File: config.mk
export PLATFORM = sky130hd
export DESIGN_NAME = dynamic_input_route_buffer
export DESIGN_NICKNAME = d
export VERILOG_FILES = /design/src/rtl/dynamic_input_route_buffer.sv
export SDC_FILE = /design/constraint.sdc
export NUM_CORES = 1
export LEC_CHECK = 0
export ABC_AREA = 0
export CAP_MARGIN = 20
export CORE_MARGIN = 2
export CORE_UTILIZATION = 45
export DETAILED_ROUTE_END_ITERATION = 8
export GPL_ROUTABILITY_DRIVEN = 0
export GPL_TIMING_DRIVEN = 0
export PLACE_DENSITY_LB_ADDON = 0.25
export SYNTH_ARGS = -nofsm -noshare
export SYNTH_HDL_FRONTEND = slang
export SYNTH_SLANG_ARGS = --single-unit
File: constraint.sdc
create_clock -name clk -period 7.1 [get_ports clk]
set_input_delay 1.42 -clock clk [delete_from_list [all_inputs] [get_ports clk]]
set_output_delay 1.42 -clock clk [all_outputs]
set_load 0.03 [all_outputs]
File: src/rtl/dynamic_input_route_buffer.sv
// Router input port: credit-flow-controlled flit FIFO with header decode and
// per-direction route requests latched for the body of each packet.
module dynamic_input_route_buffer #(
    parameter int unsigned DATA_WIDTH    = 64,
    parameter int unsigned CHIP_ID_WIDTH = 14,
    parameter int unsigned XY_WIDTH      = 8,
    parameter int unsigned PAYLOAD_LEN   = 8,
    parameter int unsigned DEPTH         = 4,
    parameter int unsigned PTR_W         = 2
) (
    input  logic                     clk,
    input  logic                     reset,
    input  logic [CHIP_ID_WIDTH-1:0] my_chip_id,
    input  logic [XY_WIDTH-1:0]      my_loc_x,
    input  logic [XY_WIDTH-1:0]      my_loc_y,
    input  logic [DATA_WIDTH-1:0]    data_in,
    input  logic                     valid_in,
    output logic                     yummy_out,
    output logic [DATA_WIDTH-1:0]    data_out,
    output logic                     valid_out,
    output logic                     tail_out,
    output logic                     route_req_n_out,
    output logic                     route_req_e_out,
    output logic                     route_req_s_out,
    output logic                     route_req_w_out,
    output logic                     route_req_p_out,
    input  logic                     thanks_n_in,
    input  logic                     thanks_e_in,
    input  logic                     thanks_s_in,
    input  logic                     thanks_w_in,
    input  logic                     thanks_p_in,
    output logic                     overflow_err
);

    typedef enum logic {HDR, BODY} state_t;

    localparam logic [PTR_W:0] FULL_COUNT = DEPTH[PTR_W:0];

    state_t                   state, state_next;
    logic [PAYLOAD_LEN-1:0]   rem, rem_next;
    logic [4:0]               route_q, route_next;   // {n,e,s,w,p}
    logic [4:0]               route_dec, route_cur, thanks_vec;

    logic [DATA_WIDTH-1:0]    mem [DEPTH];
    logic [PTR_W-1:0]         wr_ptr, rd_ptr;
    logic [PTR_W:0]           count;
    logic                     full, push, pop;

    logic [DATA_WIDTH-1:0]    head;
    logic [CHIP_ID_WIDTH-1:0] hdr_chip;
    logic [XY_WIDTH-1:0]      hdr_x, hdr_y;
    logic [PAYLOAD_LEN-1:0]   hdr_len;
    logic                     tail_int;

    assign head     = mem[rd_ptr];
    assign hdr_chip = head[DATA_WIDTH-1 -: CHIP_ID_WIDTH];
    assign hdr_x    = head[DATA_WIDTH-CHIP_ID_WIDTH-1 -: XY_WIDTH];
    assign hdr_y    = head[DATA_WIDTH-CHIP_ID_WIDTH-XY_WIDTH-1 -: XY_WIDTH];
    assign hdr_len  = head[DATA_WIDTH-CHIP_ID_WIDTH-2*XY_WIDTH-4 -: PAYLOAD_LEN];

    assign full      = (count == FULL_COUNT);
    assign valid_out = (count != '0);

    // Off-chip traffic heads west to column 0, then north to row 0, then exits via proc.
    always_comb begin
        route_dec = '0;
        if (hdr_chip != my_chip_id) begin
            if (my_loc_x != '0)      route_dec = 5'b00010;
            else if (my_loc_y != '0) route_dec = 5'b10000;
            else                     route_dec = 5'b00001;
        end else begin
            if (hdr_x > my_loc_x)      route_dec = 5'b01000;
            else if (hdr_x < my_loc_x) route_dec = 5'b00010;
            else if (hdr_y > my_loc_y) route_dec = 5'b00100;
            else if (hdr_y < my_loc_y) route_dec = 5'b10000;
            else                       route_dec = 5'b00001;
        end
    end

    assign route_cur  = (state == BODY) ? route_q : route_dec;
    assign thanks_vec = {thanks_n_in, thanks_e_in, thanks_s_in, thanks_w_in, thanks_p_in};
    assign pop        = valid_out & |(route_cur & thanks_vec);
    assign push       = valid_in & (~full | pop);

    always_ff @(posedge clk) begin
        if (push) mem[wr_ptr] <= data_in;
    end

    always_ff @(posedge clk) begin
        if (reset) begin
            wr_ptr       <= '0;
            rd_ptr       <= '0;
            count        <= '0;
            yummy_out    <= 1'b0;
            overflow_err <= 1'b0;
        end else begin
            if (push) wr_ptr <= wr_ptr + 1'b1;
            if (pop)  rd_ptr <= rd_ptr + 1'b1;
            if (push && !pop)      count <= count + 1'b1;
            else if (pop && !push) count <= count - 1'b1;
            yummy_out <= pop;
            if (valid_in && full && !pop) overflow_err <= 1'b1;
        end
    end

    always_ff @(posedge clk) begin
        if (reset) begin
            state   <= HDR;
            rem     <= '0;
            route_q <= '0;
        end else begin
            state   <= state_next;
            rem     <= rem_next;
            route_q <= route_next;
        end
    end

    always_comb begin
        state_next = state;
        rem_next   = rem;
        route_next = route_q;
        tail_int   = 1'b0;
        case (state)
            HDR: begin
                tail_int = (hdr_len == '0);
                if (pop && hdr_len != '0) begin
                    state_next = BODY;
                    rem_next   = hdr_len;
                    route_next = route_dec;
                end
            end
            BODY: begin
                tail_int = (rem == PAYLOAD_LEN'(1));
                if (pop) begin
                    rem_next = rem - PAYLOAD_LEN'(1);
                    if (rem == PAYLOAD_LEN'(1)) state_next = HDR;
                end
            end
            default: state_next = HDR;
        endcase
    end

    assign data_out        = valid_out ? head : '0;
    assign tail_out        = valid_out & tail_int;
    assign route_req_n_out = valid_out & route_cur[4];
    assign route_req_e_out = valid_out & route_cur[3];
    assign route_req_s_out = valid_out & route_cur[2];
    assign route_req_w_out = valid_out & route_cur[1];
    assign route_req_p_out = valid_out & route_cur[0];

endmodule

==> flow_summary.json, run 1 <==
{
  "rsz0062_at_grt": "false",
  "hold_viol_final": 0,
  "ys_types": 59,
  "hold-worst-slack_ns": 0.486,
  "synthArstFlopShare": 0,
  "netlist_instances": 680,
  "ys_warn_count": 0,
  "synthFlopType": "edfxtp_1",
  "p_leak_nw": 5.10,
  "fin_skew_ns": 0.0174,
  "cts_tree": "yes",
  "synth-seq-cells": 281,
  "initial_core_util": 0.457,
  "dp.cells": 1194,
  "slew_viol_final": 0,
  "synthTopCellsByArea": "edfxtp_1, mux4_2, dfxtp_1, and2_1, ha_1",
  "grt_max_degree": 35,
  "cp_max_fo": 19,
  "cts-buffers-inserted": 29,
  "outcome": "complete, no violations",
  "crit_path_start_kind": "register",
  "synth_fp_nets": 806,
  "maxCapViolations": 0,
  "io_buffer_count": 174,
  "die_area_sq_um": 27700,
  "synth_edf_count": 256,
  "area_delta_synth_final_pct": 27.1,
  "dp_hpwl_um": 16900,
  "grtUsageTotal": 0.182,
  "clk_transition_reported_paths_ns": 0.06,
  "grt_pass1_vias": 6999,
  "synth_fa_ha_area_frac": 0.0259,
  "die_w_um": 166,
  "finalCritPeriodShare": 0.912,
  "crit_arrival_ns": 5.06,
  "wl_per_cell_um": 20.3,
  "clockRootBuffer": "clkbuf_16",
  "yosysSeqAreaShare": 0.689,
  "first_iter_violations": 552,
  "synth_compound_area_frac": 0.0435,
  "insertion_delay_ns": 0.54,
  "worstMarginPinSlew_ns": 0.855,
  "clk_path_buf_depth": 3,
  "synthMuxAreaShare": 0.133,
  "die_h_um": 166,
  "syn_area_sq_um": 11900,
  "drt_first_pass_iters": 7,
  "synth_top_family_by_area": "multiplexers",
  "drive_gt1_frac": 0.153,
  "synthSimpleGateAreaFrac": 0.0744,
  "vias_per_cell": 5.28,
  "finalSetupViolations": 0,
  "nNetsFinal": 1014,
  "worstPathRequired_ns": 5.68,
  "synth_top_area_cell": "edfxtp_1",
  "period_minus_slack_ns": 6.48,
  "grt_antenna_before_repair": 2,
  "ant_nets": 0,
  "clock-sinks": 281,
  "yosysTopAreaCellShare": 0.647,
  "drc_errors": 0,
  "hold_class": "reg2reg",
  "htreeDepth": 1,
  "crit_type": "reg2out",
  "rows": 59,
  "synth_xor_xnor_area_share": 0.0125,
  "fp.coreArea_sq_um": 26000,
  "slew_headroom": 0.430,
  "p_per_area_nw_per_um2": 401,
  "post-cts-setup-buffer-count": 0,
  "clock.fmax_mhz": 154,
  "grt_pass1_wl_um": 39100,
  "pin_count": 175,
  "ir_worst_vdd_uv": 268,
  "routed_wl_um": 25300,
  "endpoint_kind": "output port",
  "via_count": 6577,
  "grt-ovfl-total": 0,
  "syn_area_per_cell_sq_um": 17.5,
  "stdcell_count": 1246
}
## power by group
part           switching (W)  leakage (nW)  internal [W]  total [W]
Sequential         0.0000578          2.55       0.00198    0.00204
Clock               0.000606         0.464      0.000894    0.00150
Combinational        0.00146          2.08       0.00106    0.00251
## worst max-delay path: stages (launching register included)
cell and delay, ns:
dfxtp_1 0.31, clkbuf_1 0.45, buf_2 0.53, buf_2 0.39, mux4_2 0.37, ha_1 0.30
and3_1 0.21, a221o_1 0.41, o21bai_1 0.28, a211oi_1 0.10, mux2_4 0.31, o211a_1 0.23
clkdlybuf4s50_1 0.60
## through the flow
| step | power, W | setup WS [ns] | cell area, sq um | setup TNS (ns) | utilization |
|---|---|---|---|---|---|
| floorplan | 0.00364 | 0.797 | 11900 | 0 | - |
| global placement | 0.00460 | -1.31 | 14000 | -320.78 | 0.540 |
| detailed placement | 0.00461 | 0.480 | 14100 | 0 | 0.544 |
| CTS | 0.00614 | 0.126 | 15100 | 0 | 0.581 |
| global route | 0.00636 | 0.315 | 15100 | 0 | 0.581 |
| finish | 0.00605 | 0.623 | 15100 | 0 | 0.581 |
## synth_stat cells (all sizes together), types with 3 or more instances
master	n
o21ai	13
edfxtp	256
nor3	4
and2	68
a31oi	5
nor2	35
o211ai	4
nor4	9
ha	23
a21oi	18
xor2	16
nand3	5
inv	30
nand2	19
a21o	8
a211oi	3
mux4	64
dfxtp	25
buf	11
clkbuf	17
mux2i	9
nand4	6
## path summary, 6_finish.rpt
| kind | end | start | cells past startpoint | slack, ns |
|---|---|---|---|---|
| min | rem[4]$_SDFFE_PP0P_ | rem[4]$_SDFFE_PP0P_ | 2 | 0.49 |
| min reg2reg | rem[4]$_SDFFE_PP0P_ | rem[4]$_SDFFE_PP0P_ | 2 | 0.49 |
| max reg2reg | count[2]$_SDFFE_PP0P_ | register | 19 | 1.28 |
| max | route_req_p_out | register | 12 | 0.62 |
## cell families (layout without fill, tap and decap cells)
logic type,after synthesis,count (layout)
AND/OR/NAND/NOR,157,157
buffers and inverters,58,288
XOR/XNOR,17,17
adder cells (fa/ha/maj),24,24
AO/OA/AOI/OAI,68,68
multiplexers,75,75
other,0,1
flip-flops,281,281
## flip-flops by register name, indices dropped and copies added, names as in the netlist, named ones only
signal        cells
mem             256
rem               8
route_q           5
count             3
rd_ptr            2
wr_ptr            2
overflow_err      1
state             1
yummy_out         1
## layout make-up
| type | instances | area, sq um |
|---|---|---|
| antenna | 1 | 2.50 |
| buffer | 26 | 148 |
| clock buffer | 33 | 741 |
| clock inverter | 20 | 211 |
| fill | 2070 | 10900 |
| inverter | 30 | 113 |
| multi-input combinational | 341 | 3450 |
| sequential | 281 | 8190 |
| tap | 335 | 419 |
| timing repair buffer | 179 | 1830 |
## layout by cell type (no fill, tap or decap), types with 6 or more instances in the layout
master           Yosys  layout
a21o_1               8       8
clkbuf_1            17      18
clkdlybuf4s50_1      0     174
nand2_1             19      19
mux2i_1              9       9
nor4_1               6       6
dfxtp_1             25      25
mux4_2              59      59
a21oi_1             18      18
clkbuf_16            0      29
o21ai_0             10      10
ha_1                23      23
xor2_1              16      16
nor2_1              34      34
and2_1              68      64
clkinv_2             0       8
edfxtp_1           256     256
inv_1               30      30
## layer usage
metal | vias to the layer above | track usage | wire length, um
li1 | 3086 | - | -
met4 | 0 | 0.0424 | 395
met1 | 3299 | 0.240 | 10700
met3 | 31 | 0.0359 | 1400
met5 | - | 0 | 0
met2 | 161 | 0.316 | 12800
## what timing repair did
item,CTS,global route
gates resized for setup,6,0
pin swaps,0,0
endpoints found under the setup margin,4,4
hold buffers,0,0
(Power assumes the default switching activity.)
==> inputs of run 2 (changes only) <==
--- a/config.mk
+++ b/config.mk
@@ -12,7 +12,7 @@
 export DETAILED_ROUTE_END_ITERATION = 8
 export GPL_ROUTABILITY_DRIVEN = 0
 export GPL_TIMING_DRIVEN = 0
-export PLACE_DENSITY_LB_ADDON = 0.25
+export PLACE_DENSITY = 0.78
 export SYNTH_ARGS = -nofsm -noshare
 export SYNTH_HDL_FRONTEND = slang
 export SYNTH_SLANG_ARGS = --single-unit
==> flow_summary.json, run 2 (synthesis gave the netlist of run 1 again) <==
{
  "cp_max_fo": 19,
  "insertion_delay_ns": 0.57,
  "dp_slack_ns": 0.405,
  "cts_tree": "yes",
  "num_antenna_cells": 0,
  "seqPwrFrac": 0.337,
  "clock-sinks": 281,
  "routed_wl_um": 25400,
  "crit_arrival_ns": 5.16,
  "drive_gt1_frac": 0.149,
  "drt_first_pass_iters": 5,
  "switching_share": 0.354,
  "rsz0062_at_grt": "false",
  "drc_errors": 0,
  "layout_common_cells": "edfxtp_1, clkdlybuf4s50_1, and2_1",
  "p_int_w": 0.00391,
  "top_register": "mem",
  "grt_max_degree": 56,
  "die_area_sq_um": 27700,
  "die_h_um": 166,
  "dp.cells": 1194,
  "vias_per_cell": 5.35,
  "slew_headroom": 0.401,
  "crit_type": "reg2out",
  "grt_pass1_vias": 7016,
  "rows": 59,
  "endpoint_kind": "output port",
  "crit_path_start_kind": "register",
  "dp_hpwl_um": 16900,
  "fin_total_pwr_w": 0.00606,
  "die_w_um": 166,
  "finalSetupViolations": 0,
  "grtUsageTotal": 0.182,
  "nNetsFinal": 1016,
  "hold_viol_final": 0,
  "wl_per_cell_um": 20.4,
  "htreeDepth": 1,
  "slew_viol_final": 0,
  "maxCapViolations": 0,
  "outcome": "complete, no violations",
  "worstMarginPinSlew_ns": 0.898,
  "grt_antenna_before_repair": 0,
  "worst_slack_ns": 0.519,
  "clock.fmax_mhz": 152,
  "fin_skew_ns": 0.0219,
  "worstPathRequired_ns": 5.68,
  "cts-buffers-inserted": 31,
  "period_minus_slack_ns": 6.58,
  "grt-ovfl-total": 0,
  "clk_transition_reported_paths_ns": 0.06,
  "clockRootBuffer": "clkbuf_16",
  "initial_core_util": 0.457,
  "p_switching_w": 0.00215,
  "hp-start": "rem[4]$_SDFFE_PP0P_",
  "p_leak_nw": 5.11,
  "finalCritPeriodShare": 0.927,
  "combPwrFrac": 0.415,
  "stdcell_count": 1245,
  "io_buffer_count": 174,
  "ir_worst_vdd_uv": 287,
  "area_delta_synth_final_pct": 27.4,
  "p_per_area_nw_per_um2": 400,
  "ant_nets": 0,
  "largest_reg_flops": 256,
  "p_clk_frac": 0.249,
  "reg_top3": "mem (256), rem (8), route_q (5)",
  "grt_pass1_wl_um": 39500,
  "first_iter_violations": 449,
  "clk_path_buf_depth": 3,
  "post-cts-setup-buffer-count": 0,
  "fp.coreArea_sq_um": 26000,
  "via_count": 6666,
  "hold_class": "reg2reg",
  "fillCellCount": 1975,
  "pin_count": 175,
  "final_common_cell": "edfxtp_1"
}
## run 2: changes by cell type in the layout (fill, tap and decap cells not counted), sizes merged
cell	previous run	this run
inv	31	32
clkbuf	48	50
bufinv	4	2
diode	1	0
clkinv	12	11
## run 2: critical path, stage by stage (launching register included)
cell	delay [ns]
dfxtp_1	0.30
clkbuf_1	0.47
buf_2	0.56
buf_2	0.39
mux4_2	0.38
ha_1	0.30
and3_1	0.22
a221o_1	0.42
o21bai_1	0.29
a211oi_1	0.10
mux2_4	0.31
o211a_1	0.24
clkdlybuf4s50_1	0.60
## run 2: repair_timing
item / in CTS / in global routing
hold buffers: 0 / 0
gates cloned: 0 / 0
setup endpoints to repair: 4 / 4
gates resized for setup: 6 / 0
## run 2: layout make-up
| class | count | area [sq um] | area share |
|---|---|---|---|
| buffer | 26 | 148 | 0.00976 |
| clock buffer | 35 | 791 | 0.0523 |
| inverter | 30 | 113 | 0.00744 |
| timing repair buffer | 179 | 1860 | 0.123 |
| tap | 335 | 419 | 0.0277 |
| multi-input combinational | 341 | 3450 | 0.228 |
| clock inverter | 18 | 165 | 0.0109 |
| sequential | 281 | 8190 | 0.541 |
## run 2: final timing paths
kind	cells after the start	slack, ns	endpoint
worst max-delay path	12	0.52	route_req_p_out
worst min-delay path	2	0.49	rem[4]$_SDFFE_PP0P_
worst max register to register	19	1.19	count[2]$_SDFFE_PP0P_
worst min register to register	2	0.49	rem[4]$_SDFFE_PP0P_
## run 2: per-stage QoR
step	area (sq um)	hold WS [ns]	TNS, ns	util
global route	15100	0.505	0	0.582
finish	15100	0.487	0	0.582
detailed placement	14200	0.477	0	0.545
global placement	14000	0.472	-320.70	0.540
CTS	15100	0.488	0	0.582
floorplan	11900	0.453	0	-
## run 2: power by group through the flow
stage          Combinational, W  Sequential [W]  Clock (W)
2_1_floorplan           0.00157         0.00207          0
3_3_place_gp            0.00249         0.00208          0
3_5_place_dp            0.00253         0.00207          0
4_1_cts                 0.00255         0.00204    0.00154
5_1_grt                 0.00269         0.00205    0.00160
6_report                0.00251         0.00204    0.00151
## run 2: routing by layer
metal	GRT usage	routed length, um	vias up	part of all wire
met5	0	0	-	0
met4	0.0311	309	0	0.012
met3	0.0380	1340	27	0.053
met2	0.320	12800	168	0.50
met1	0.240	10900	3380	0.43
li1	-	-	3091	-
